`config.mk`:
```
export PLATFORM = sky130hd
export DESIGN_NAME = tff_toggle_arbiter
export DESIGN_NICKNAME = d
export VERILOG_FILES = /design/src/rtl/tff_toggle_arbiter.sv
export SDC_FILE = /design/constraint.sdc
export NUM_CORES = 1
export LEC_CHECK = 0
export ABC_CLOCK_PERIOD_IN_PS = 5800
export CAP_MARGIN = 0
export CORE_ASPECT_RATIO = 0.75
export CORE_UTILIZATION = 35
export CTS_CLUSTER_SIZE = 24
export DETAILED_ROUTE_END_ITERATION = 8
export GPL_TIMING_DRIVEN = 0
export PLACE_DENSITY = 0.74
export SLEW_MARGIN = 20
export SYNTH_ARGS = -nofsm -noshare
export SYNTH_HDL_FRONTEND = slang
export SYNTH_SLANG_ARGS = --single-unit
```
`constraint.sdc`:
```
create_clock -name clk -period 5.8 [get_ports clk]
set_input_delay 1.45 -clock clk [delete_from_list [all_inputs] [get_ports clk]]
set_output_delay 1.45 -clock clk [all_outputs]
set_load 0.01 [all_outputs]
```
`src/rtl/tff_toggle_arbiter.sv`:
```
// tff_toggle_arbiter
//   Bank of WIDTH toggle flip-flops shared by NREQ requesters through a
//   round-robin arbiter. Each edge with en high and any request pending grants
//   one requester, which toggles the q bit selected by its idx field.
//
// Ports
//   clk      : clock, all state changes on the rising edge
//   reset    : asynchronous active-high reset
//   en       : global enable; low freezes q, pointer and tog_cnt
//   req      : per-requester level request, held until granted
//   idx      : flattened target bit indices, requester i at idx[i*IW +: IW]
//   gnt      : registered one-hot grant, single-cycle pulse
//   q        : toggle flip-flop bank state
//   busy     : registered (en & |req)
//   tog_cnt  : saturating count of toggles performed
module tff_toggle_arbiter #(
  parameter int NREQ  = 4,
  parameter int WIDTH = 8,
  parameter int IW    = 3
) (
  input  logic                 clk,
  input  logic                 reset,
  input  logic                 en,
  input  logic [NREQ-1:0]      req,
  input  logic [NREQ*IW-1:0]   idx,
  output logic [NREQ-1:0]      gnt,
  output logic [WIDTH-1:0]     q,
  output logic                 busy,
  output logic [15:0]          tog_cnt
);

  localparam int PW = (NREQ > 1) ? $clog2(NREQ) : 1;

  typedef enum logic {
    IDLE = 1'b0,
    ARB  = 1'b1
  } state_t;

  state_t          r_state;
  state_t          w_state_n;
  logic [PW-1:0]   r_last;
  logic [NREQ-1:0] r_gnt;
  logic [WIDTH-1:0] r_q;
  logic            r_busy;
  logic [15:0]     r_cnt;

  logic            w_found;
  logic            w_fire;
  logic [PW-1:0]   w_win;
  logic [IW-1:0]   w_sel;
  logic [WIDTH-1:0] w_tog;
  logic [NREQ-1:0] w_gnt_n;
  int unsigned     w_cand;

  // Round-robin search starting one past the last granted requester.
  always_comb begin
    w_found = 1'b0;
    w_win   = '0;
    w_cand  = 0;
    for (int unsigned o = 1; o <= NREQ; o++) begin
      w_cand = (int'(r_last) + o) % NREQ;
      if (!w_found && req[w_cand]) begin
        w_found = 1'b1;
        w_win   = PW'(w_cand);
      end
    end
    w_fire  = en & w_found;
    w_sel   = idx[int'(w_win)*IW +: IW];
    w_tog   = w_fire ? (WIDTH'(1) << w_sel) : '0;
    w_gnt_n = w_fire ? (NREQ'(1) << w_win) : '0;
  end

  always_comb begin
    w_state_n = r_state;
    case (r_state)
      IDLE: if (w_fire)  w_state_n = ARB;
      ARB:  if (!w_fire) w_state_n = IDLE;
      default: w_state_n = IDLE;
    endcase
  end

  always_ff @(posedge clk or posedge reset) begin
    if (reset) begin
      r_state <= IDLE;
      r_last  <= PW'(NREQ - 1);
      r_gnt   <= '0;
      r_q     <= '0;
      r_busy  <= 1'b0;
      r_cnt   <= '0;
    end else begin
      r_state <= w_state_n;
      r_gnt   <= w_gnt_n;
      r_busy  <= en & (|req);
      if (w_fire) begin
        r_q    <= r_q ^ w_tog;
        r_last <= w_win;
        if (r_cnt != '1) r_cnt <= r_cnt + 16'd1;
      end
    end
  end

  assign gnt     = r_gnt;
  assign q       = r_q;
  assign busy    = r_busy;
  assign tog_cnt = r_cnt;

endmodule

```
==> results of run 1 <==
## metal layers
| layer | global-route usage | wire [µm] | vias up |
|---|---|---|---|
| met5 | 0 | 0 | - |
| met4 | 0.0779 | 49 | 0 |
| met3 | 0.0580 | 186 | 5 |
| met2 | 0.303 | 1820 | 28 |
| met1 | 0.203 | 1460 | 542 |
| li1 | - | - | 559 |
## cell families (layout without fill, tap and decap cells)
| logic type | Yosys count | count (layout) | synth area share |
|---|---|---|---|
| AND/OR/NAND/NOR | 51 | 51 | 0.200 |
| buffers and inverters | 3 | 58 | 0.00715 |
| adder cells (fa/ha/maj) | 1 | 1 | 0.00795 |
| multiplexers | 11 | 11 | 0.0946 |
| AO/OA/AOI/OAI | 7 | 7 | 0.0684 |
| flip-flops | 31 | 31 | 0.494 |
| XOR/XNOR | 23 | 23 | 0.128 |
## final timing paths
path	startpoint	cells after the start	endpoint
worst max-delay path	req[3]	7	q[2]$_DFFE_PP0P_
worst min-delay path	q[1]$_DFFE_PP0P_	1	q[1]$_DFFE_PP0P_
worst max register to register	r_last[1]$_DFFE_PP1P_	6	q[2]$_DFFE_PP0P_
worst min register to register	q[1]$_DFFE_PP0P_	1	q[1]$_DFFE_PP0P_
max in group asynchronous	reset	2	q[3]$_DFFE_PP0P_
min in group asynchronous	reset	2	gnt[2]$_DFF_PP0_
## sequential cells by signal (all words and copies together), names as in the netlist
name / flops
busy: 1
gnt: 4
q: 8
r_last: 2
tog_cnt: 16
## final cells by class
type	instances	share of cell area
Multi-Input combinational cell	93	0.354
Sequential cell	31	0.352
Timing Repair Buffer	47	0.213
Clock buffer	8	0.0452
Tap cell	55	0.0311
Inverter	2	0.00339
Buffer	1	0.00170
## worst max-delay path: cells and delay by family
family                    cells  cell delay [ns]
xor gates and xnor gates      1             0.20
buffers and inverters         1             0.59
AOI/OAI and AO/OA             2             0.47
and+or+nand+nor               2             0.52
muxes                         1             0.44
## power breakdown
part / internal [µW] / switching, µW / leakage, µW
clock network: 108 / 80.1 / 0.0000515
registers: 276 / 59.3 / 0.000393
logic: 175 / 128 / 0.000459
total: 559 / 268 / 0.000904
## cell usage after synthesis (all sizes together) (2+ instances only)
| cell | n | area (µm²) |
|---|---|---|
| and3 | 4 | 25.0 |
| dfrtp | 29 | 726 |
| dfstp | 2 | 52.6 |
| inv | 2 | 7.50 |
| mux2i | 10 | 138 |
| nand2 | 12 | 45.0 |
| nand2b | 4 | 25.0 |
| nand3 | 7 | 35.0 |
| nand4 | 6 | 37.5 |
| nand4b | 3 | 26.3 |
| nor2 | 5 | 18.8 |
| nor2b | 2 | 15.0 |
| nor4b | 4 | 53.8 |
| xnor2 | 15 | 131 |
| xor2 | 8 | 70.1 |
## placed cells by master, fill, tap and decap left out, drive strengths merged, types with 2 or more instances in the layout
cell type	instances
dfrtp	29
and3	4
nand3	7
nand4b	3
nand4	6
inv	2
nor2b	2
nand2	12
clkdlybuf4s50	47
xor2	8
dfstp	2
clkbuf	8
nor4b	4
nand2b	4
xnor2	15
nor2	5
mux2i	10
## per-stage QoR
stage	instance area [µm²]	instances	total power, µW
final	2210	237	827
after global routing	2210	237	878
after CTS	2210	237	839
after detailed placement	2110	229	645
after global placement	2110	229	631
after floorplan	1570	127	486
==> results.txt, run 1 <==
----------------------------------------------------
[Detailed routing]
  Average via count per standard cell ... 4.78
  Number of DRC markers after the initial detailed-route iteration ... 24
  First-pass iteration count of the detailed router ... 4
  Per-cell routed wire length ... 14.8 µm
  Drt drc ... 0
  Antenna-violating nets left ... 0
  Routed vias ... 1,134
  Wire length after detailed routing ... 3510 µm

[Cells and area]
  Multi-input logic area ... 785 µm²
  Area growth, synth to finish ... 40.6%
  Sequential standard cell area ... 778 µm²
  ANT cells ... 0
  Ratio of cells with drive above 1 in the final layout ... 0.132
  Layout net count ... 201
  Total of fill cells in the finished design ... 378
  Utilization after layout ... 0.530

[Worst setup path]
  Register-to-register setup slack ... 3.55 ns
  Startpoint Class ... primary input
  Critical Path RT ... 6.01 ns
  Largest driver fanout on the critical path ... 8
  Cell type of the slowest stage on the worst timing path ... clkdlybuf4s50_1
  Category of the most critical setup path ... primary input to flip-flop
  Worst path max stage delay ... 0.59 ns
  Sort of element at the end of the critical path ... flip-flop
  Worst path arrival time ... 3.66 ns
  Crit path cell chain ... clkdlybuf4s50_1 > and2b_1 > a21oi_2 > o221ai_4 > mux2i_4 > nor4b_2 > xor2_1

[Placement]
  Global placement routability congestion ... 0.750
  # port buffers ... 47
  Post-Place Setup Slack ... 2.03 ns
  Half-perimeter wire length after detailed placement ... 2640 µm

[Yosys]
  Gate count of the mapped netlist ... 127
  Number of register bits inferred by synthesis ... 31
  Primary flip-flop cell chosen by synthesis mapping ... dfrtp_1
  Warnings from Yosys ... 0
  Mean instance size in the synthesized netlist ... 12.4 µm²
  Synth cell types ... 33
  Number of nets in the synthesized netlist ... 147
  Cell area after synthesis ... 0.00157 mm²
  Post-synthesis async set-or-reset flop share ... 1.00
  Sequential-to-total area share from yosys stat ... 0.494
  EDFF count, synth ... 0

[Timing]
  Hold violation count in the final report ... 0
  Worst max-slew margin expressed relative to the limit ... 0.538
  Setup repair after global routing missed its margin ... no
  Fin crit share ... 0.596
  Post-route clock skew ... 0.00563 ns
  Final worst slack ... 2.34 ns
  Min Tclk post-route ... 3.46 ns
  Final number of max-transition violations ... 0
  Aggregate negative setup slack ... 0 ns
  Worst hold-check slack ... 0.471 ns
  Achievable frequency ... 0.289 GHz
  Final number of setup-violating endpoints ... 0
  Actual transition at the worst max-transition pin ... 0.684 ns

[CTS]
  # clock sinks ... 31
  Worst-path clk slew ... 0.07 ns
  Clock latency reported for the late side of the worst-skew pair ... 0.28 ns
  Clock tree root driver cell ... clkbuf_8
  Clock buffers created by TritonCTS ... 5
  Number of levels the H-tree was split into ... 2
  Clock tree from TritonCTS ... done
  Setup bufs post-CTS ... 0
  Count of hold buffers inserted by post-cts repair ... 0
  Clock Tree Buf Depth ... 2
  Resized cells post-CTS ... 0

[Pwr]
  Leakage component of the power ... 0.000904 µW
  Peak VDD IR ... 0.192 mV
  Power Dens Cells ... 374 mW/mm²

[Floorplanning]
  Die width ... 79.4 µm
  Num rows ... 20
  Die Outline Area ... 0.00477 mm²
  Die extent in y ... 60.1 µm
  I/O pin total ... 48
  Floorplan Core Area ... 0.00418 mm²
  Effective utilization at floorplan ... 0.377

[Status]
  Status ... completed

[Global route]
  Wire length of the first global-routing pass ... 6020 µm
  Gr ovfl total ... 0
  Maximum number of pins on one net before global-route repair ... 32
  Initial antenna violation count ... 0
  Via count of the first global-routing pass ... 1,237
  Total GRT Usage ... 0.176

[Worst hold path]
  Worst hold path type ... flip-flop to flip-flop

[Flow run]
  Max-cap violation count ... 0

----------------------------------------------------
(Power assumes the default switching activity.)
==> inputs of run 2 (changes only) <==
ABC_CLOCK_PERIOD_IN_PS = 2850   (was 5800)
PLACE_DENSITY = 0.76   (was 0.74)
clock period = 2.85 ns   (was 5.8 ns; I/O delays follow)
==> run 2 against run 1 <==
Net effect: die area did not move; register-to-register slack got worse by 2.9 ns; setup slack got worse by 2.2 ns; hold slack got worse by 0.0028 ns; clock power rose by 110%; first-iteration DRC count rose by 130%; combinational power rose by 110%; final cell count rose by 0.84%; clock skew rose by 0.0038 ns; highest routed layer unchanged; non-clock buffer count rose by 2; largest power group unchanged; routed wire length fell by 2.9%.
==> results.txt, run 2 (synthesis results as in run 1) <==
----------------------------------------------------
[Timing]
  Post-route clock skew ... 0.00946 ns
  Achievable frequency ... 0.373 GHz
  Min Tclk post-route ... 2.68 ns
  Worst max-slew margin expressed relative to the limit ... 0.538
  Setup repair after global routing missed its margin ... no
  Aggregate negative setup slack ... 0 ns
  Actual transition at the worst max-transition pin ... 0.684 ns
  Final number of setup-violating endpoints ... 0
  Hold violation count in the final report ... 0
  Final number of max-transition violations ... 0
  Fin crit share ... 0.940

[Cells and area]
  Final Instance Area ... 0.00224 mm²
  Highest-count cells in the layout ignoring fill and taps ... 47 x clkdlybuf4s50_1, 29 x dfrtp_1, 15 x xnor2_1
  Layout net count ... 203
  Ratio of cells with drive above 1 in the final layout ... 0.147
  Number of flip-flops under the largest register name ... 16
  Area growth, synth to finish ... 42.6%
  Commonest non-fill, non-tap cell in the layout ... clkdlybuf4s50_1
  ANT cells ... 0
  Number of non-filler instances in the completed layout ... 239

[Detailed routing]
  Per-cell routed wire length ... 14.3 µm
  Wire length after detailed routing ... 3410 µm
  First-pass iteration count of the detailed router ... 4
  Number of DRC markers after the initial detailed-route iteration ... 54
  Drt drc ... 0
  Antenna-violating nets left ... 0
  Average via count per standard cell ... 4.79
  Routed vias ... 1,146

[CTS]
  Clock tree from TritonCTS ... done
  Clock latency reported for the late side of the worst-skew pair ... 0.28 ns
  Resized cells post-CTS ... 0
  Clock tree root driver cell ... clkbuf_8
  # clock sinks ... 31
  Number of levels the H-tree was split into ... 2
  Setup bufs post-CTS ... 0
  Clock buffers created by TritonCTS ... 5
  Clock Tree Buf Depth ... 2
  Count of hold buffers inserted by post-cts repair ... 0
  Worst-path clk slew ... 0.07 ns

[Worst setup path]
  Buf/Inv on CP ... 2
  Category of the most critical setup path ... primary input to flip-flop
  Crit path cell chain ... clkdlybuf4s50_1 > o41ai_4 > inv_2 > nand4_1 > nor4b_1 > nand3_1 > xnor2_1
  Startpoint Class ... primary input
  Register-to-register setup slack ... 0.66 ns
  Largest driver fanout on the critical path ... 9
  RR Startpoint ... r_last[1]$_DFFE_PP1P_
  Number of cell instances on the worst register-to-register path ... 6
  Cell class contributing the biggest share of worst-path delay ... simple AND/OR/NAND/NOR gates
  Cell type of the slowest stage on the worst timing path ... nor4b_1
  Critical Path RT ... 3.03 ns
  Worst path max stage delay ... 0.65 ns
  Worst path arrival time ... 2.85 ns
  Capture point of the worst reg-to-reg path ... q[1]$_DFFE_PP0P_
  Sort of element at the end of the critical path ... flip-flop

[Global route]
  Via count of the first global-routing pass ... 1,216
  Initial antenna violation count ... 0
  Gr ovfl total ... 0
  Total GRT Usage ... 0.168
  Wire length of the first global-routing pass ... 5740 µm
  Maximum number of pins on one net before global-route repair ... 32

[Pwr]
  Power Dens Cells ... 759 mW/mm²
  Logic pwr share ... 0.372
  Clock power share ... 0.228
  Overall power of the completed layout ... 1700 µW
  Leakage component of the power ... 0.000917 µW
  P_sw ... 552 µW
  Peak VDD IR ... 0.363 mV
  Pint ... 1150 µW
  Part of the power in registers ... 0.399
  Net Sw Frac ... 0.324

[Floorplanning]
  Die Outline Area ... 0.00477 mm²
  Die extent in y ... 60.1 µm
  Effective utilization at floorplan ... 0.377
  Num rows ... 20
  Die width ... 79.4 µm
  I/O pin total ... 48
  Floorplan Core Area ... 0.00418 mm²

[Worst hold path]
  Worst Min Path Start ... q[1]$_DFFE_PP0P_
  Hold path endpoint ... q[1]$_DFFE_PP0P_
  Worst hold path type ... flip-flop to flip-flop
  WHS Path Cells ... 1

[Placement]
  Half-perimeter wire length after detailed placement ... 2520 µm
  Placed insts ... 229
  Cell area reported after detailed placement ... 0.00211 mm²
  Global placement routability congestion ... 0.713
  # port buffers ... 47

[Status]
  Status ... completed

[Flow run]
  Max-cap violation count ... 0

----------------------------------------------------
run 2: cell types whose count changed in the layout (fill, tap and decap cells not counted), sizes merged:
cell and delta:
buf +2, clkbuf -1, clkinvlp +1
run 2: how the worst max path moves through the flow:
| stage | cells after the start | end | from | slack [ns] |
|---|---|---|---|---|
| 3_3_place_gp | 7 | tog_cnt[15]$_DFFE_PP0P_ | req[0] | -0.03 |
| 5_1_grt | 7 | tog_cnt[15]$_DFFE_PP0P_ | req[0] | 0.001 |
| 3_5_place_dp | 7 | q[1]$_DFFE_PP0P_ | req[3] | -0.15 |
| 2_1_floorplan | 6 | q[4]$_DFFE_PP0P_ | req[2] | 0.66 |
| 4_1_cts | 7 | q[1]$_DFFE_PP0P_ | req[3] | 0.14 |
| 6_report | 7 | tog_cnt[15]$_DFFE_PP0P_ | req[0] | 0.17 |
run 2: area by class of cell:
class / instances / area, µm²
plain buffers: 1 / 3.75
clock buffers: 7 / 96.3
clock inverters: 1 / 7.51
fillers: 352 / 1930
inverters: 2 / 7.51
multi-input cells: 93 / 785
flip-flops and latches: 31 / 778
well taps: 55 / 68.8
repair buffers: 49 / 498
run 2: routing by layer:
metal,up-vias,part of all wire,GRT usage
met5,-,0,0
met4,0,0.028,0.109
met3,9,0.045,0.0534
met2,26,0.48,0.265
met1,549,0.45,0.201
li1,562,-,-
run 2: power groups by stage:
stage               logic (µW)  registers, µW  clock network (µW)
global placement           602            680                   0
detailed placement         622            687                   0
global route               680            702                 420
finish                     635            681                 389
CTS                        627            682                 398
floorplan                  268            722                   0
run 2: per-stage QoR:
| step | hold WS [ns] | setup slack [ns] | util |
|---|---|---|---|
| 2_1_floorplan | 0.468 | 0.663 | - |
| 3_3_place_gp | 0.457 | -0.0319 | 0.506 |
| 3_5_place_dp | 0.458 | -0.153 | 0.506 |
| 4_1_cts | 0.471 | 0.138 | 0.531 |
| 5_1_grt | 0.486 | 0.00140 | 0.537 |
| 6_report | 0.468 | 0.171 | 0.537 |
==> inputs of run 3 (changes only) <==
CAP_MARGIN = not set   (was 0)
CORE_MARGIN = 3   (was not set)
==> run 3 against run 2 <==
Net effect: die area up 12%; cell area shrank 0.50%; hold slack better by 0.0039 ns; clock power decreased by 11%; combinational power hardly changed; clock skew about the same; critical path type unchanged; critical endpoint is now q[0]$_DFFE_PP0P_.
==> results.txt, run 3 (synthesis results as in run 1) <==
----------------------------------------------------
[Status]
  Status ... completed

[Timing]
  Fin crit share ... 0.948
  Achievable frequency ... 0.370 GHz
  Worst hold-check slack ... 0.472 ns
  Post-route clock skew ... 0.00926 ns
  Actual transition at the worst max-transition pin ... 0.691 ns
  Aggregate negative setup slack ... 0 ns
  Final number of setup-violating endpoints ... 0
  Final number of max-transition violations ... 0
  Setup repair after global routing missed its margin ... no
  Min Tclk post-route ... 2.70 ns
  Worst max-slew margin expressed relative to the limit ... 0.538
  Hold violation count in the final report ... 0

[Global route]
  Via count of the first global-routing pass ... 1,210
  Gr ovfl total ... 0
  Initial antenna violation count ... 0
  Total GRT Usage ... 0.144
  Wire length of the first global-routing pass ... 6050 µm
  Maximum number of pins on one net before global-route repair ... 32

[Worst setup path]
  Largest driver fanout on the critical path ... 8
  Category of the most critical setup path ... primary input to flip-flop
  Worst path arrival time ... 2.90 ns
  Critical Path RT ... 3.05 ns
  Sort of element at the end of the critical path ... flip-flop
  Startpoint Class ... primary input

[Worst hold path]
  Worst hold path type ... flip-flop to flip-flop

[Detailed routing]
  First-pass iteration count of the detailed router ... 4
  Wire length after detailed routing ... 3440 µm
  Average via count per standard cell ... 4.84
  Per-cell routed wire length ... 14.3 µm
  Routed vias ... 1,161
  Antenna-violating nets left ... 0
  Drt drc ... 0
  Number of DRC markers after the initial detailed-route iteration ... 37

[Floorplanning]
  Die extent in y ... 64.1 µm
  I/O pin total ... 48
  Floorplan Core Area ... 0.00418 mm²
  Effective utilization at floorplan ... 0.377
  Die Outline Area ... 0.00535 mm²
  Num rows ... 20
  Die width ... 83.4 µm

[CTS]
  Clock Tree Buf Depth ... 2
  Count of hold buffers inserted by post-cts repair ... 0
  Clock latency reported for the late side of the worst-skew pair ... 0.28 ns
  # clock sinks ... 31
  Clock buffers created by TritonCTS ... 5
  Number of levels the H-tree was split into ... 2
  Worst-path clk slew ... 0.06 ns
  Clock tree root driver cell ... clkbuf_8
  Clock tree from TritonCTS ... done

[Cells and area]
  Multi-input logic area ... 791 µm²
  Commonest non-fill, non-tap cell in the layout ... clkdlybuf4s50_1
  Ratio of cells with drive above 1 in the final layout ... 0.151
  Utilization after layout ... 0.534
  Sequential standard cell area ... 778 µm²
  Total of fill cells in the finished design ... 369
  Highest-count cells in the layout ignoring fill and taps ... 47 x clkdlybuf4s50_1, 29 x dfrtp_1, 15 x xnor2_1
  Layout net count ... 204
  ANT cells ... 0
  Number of non-filler instances in the completed layout ... 240
  Number of flip-flops under the largest register name ... 16
  Area growth, synth to finish ... 41.9%

[Placement]
  Placed insts ... 229
  # port buffers ... 47
  Half-perimeter wire length after detailed placement ... 2670 µm
  Global placement routability congestion ... 0.716

[Pwr]
  Power Dens Cells ... 743 mW/mm²
  Peak VDD IR ... 0.496 mV
  Leakage component of the power ... 0.000915 µW

[Flow run]
  Max-cap violation count ... 0

----------------------------------------------------
-- run 3: cell type report --
| cell class | count | share of cell area |
|---|---|---|
| Buffer | 1 | 0.00168 |
| Clock buffer | 7 | 0.0387 |
| Clock inverter | 1 | 0.00224 |
| Inverter | 2 | 0.00336 |
| Multi-Input combinational cell | 93 | 0.354 |
| Sequential cell | 31 | 0.348 |
| Tap cell | 55 | 0.0308 |
| Timing Repair Buffer | 50 | 0.221 |
-- run 3: worst max-delay path: stages --
cell             delay, ns
clkdlybuf4s50_1       0.60
nand3b_1              0.16
a31oi_4               0.37
mux2i_1               0.34
mux2i_4               0.12
buf_4                 0.17
nor4_2                0.26
xor2_1                0.16
-- run 3: report_power, final --
group / leakage (µW) / internal, µW / switching [µW]
clock: 0.0000482 / 194 / 150
combinational: 0.000474 / 369 / 263
sequential: 0.000393 / 562 / 120
-- run 3: metrics by stage --
stage / power [µW] / worst slack, ns / area (µm²)
final: 1660 / 0.148 / 2230
after detailed placement: 1310 / -0.144 / 2110
after floorplan: 989 / 0.663 / 1570
after global routing: 1770 / 0.00518 / 2230
after CTS: 1670 / 0.138 / 2200
after global placement: 1290 / -0.0472 / 2110
-- run 3: worst paths after layout --
check,depth (start not counted),to,slack [ns],from
setup / recovery,8,q[0]$_DFFE_PP0P_,0.15,req[3]
hold / removal,1,q[2]$_DFFE_PP0P_,0.47,q[2]$_DFFE_PP0P_
setup reg to reg,7,q[0]$_DFFE_PP0P_,0.62,r_last[1]$_DFFE_PP1P_
hold reg to reg,1,q[2]$_DFFE_PP0P_,0.47,q[2]$_DFFE_PP0P_
max in group asynchronous,2,tog_cnt[6]$_DFFE_PP0P_,1.60,reset
min in group asynchronous,2,tog_cnt[14]$_DFFE_PP0P_,0.84,reset
-- run 3: metal layers --
metal,track usage,vias up,wire length (µm),part of all wire
met5,0,-,0,0
met4,0.0683,0,66,0.019
met3,0.0451,6,188,0.055
met2,0.234,29,1690,0.49
met1,0.174,559,1500,0.44
li1,-,567,-,-
-- run 3: timing repair --
action / CTS / global route
buffers inserted: 0 / 3
gates resized for setup: 0 / 1
setup endpoints to repair: 0 / 3
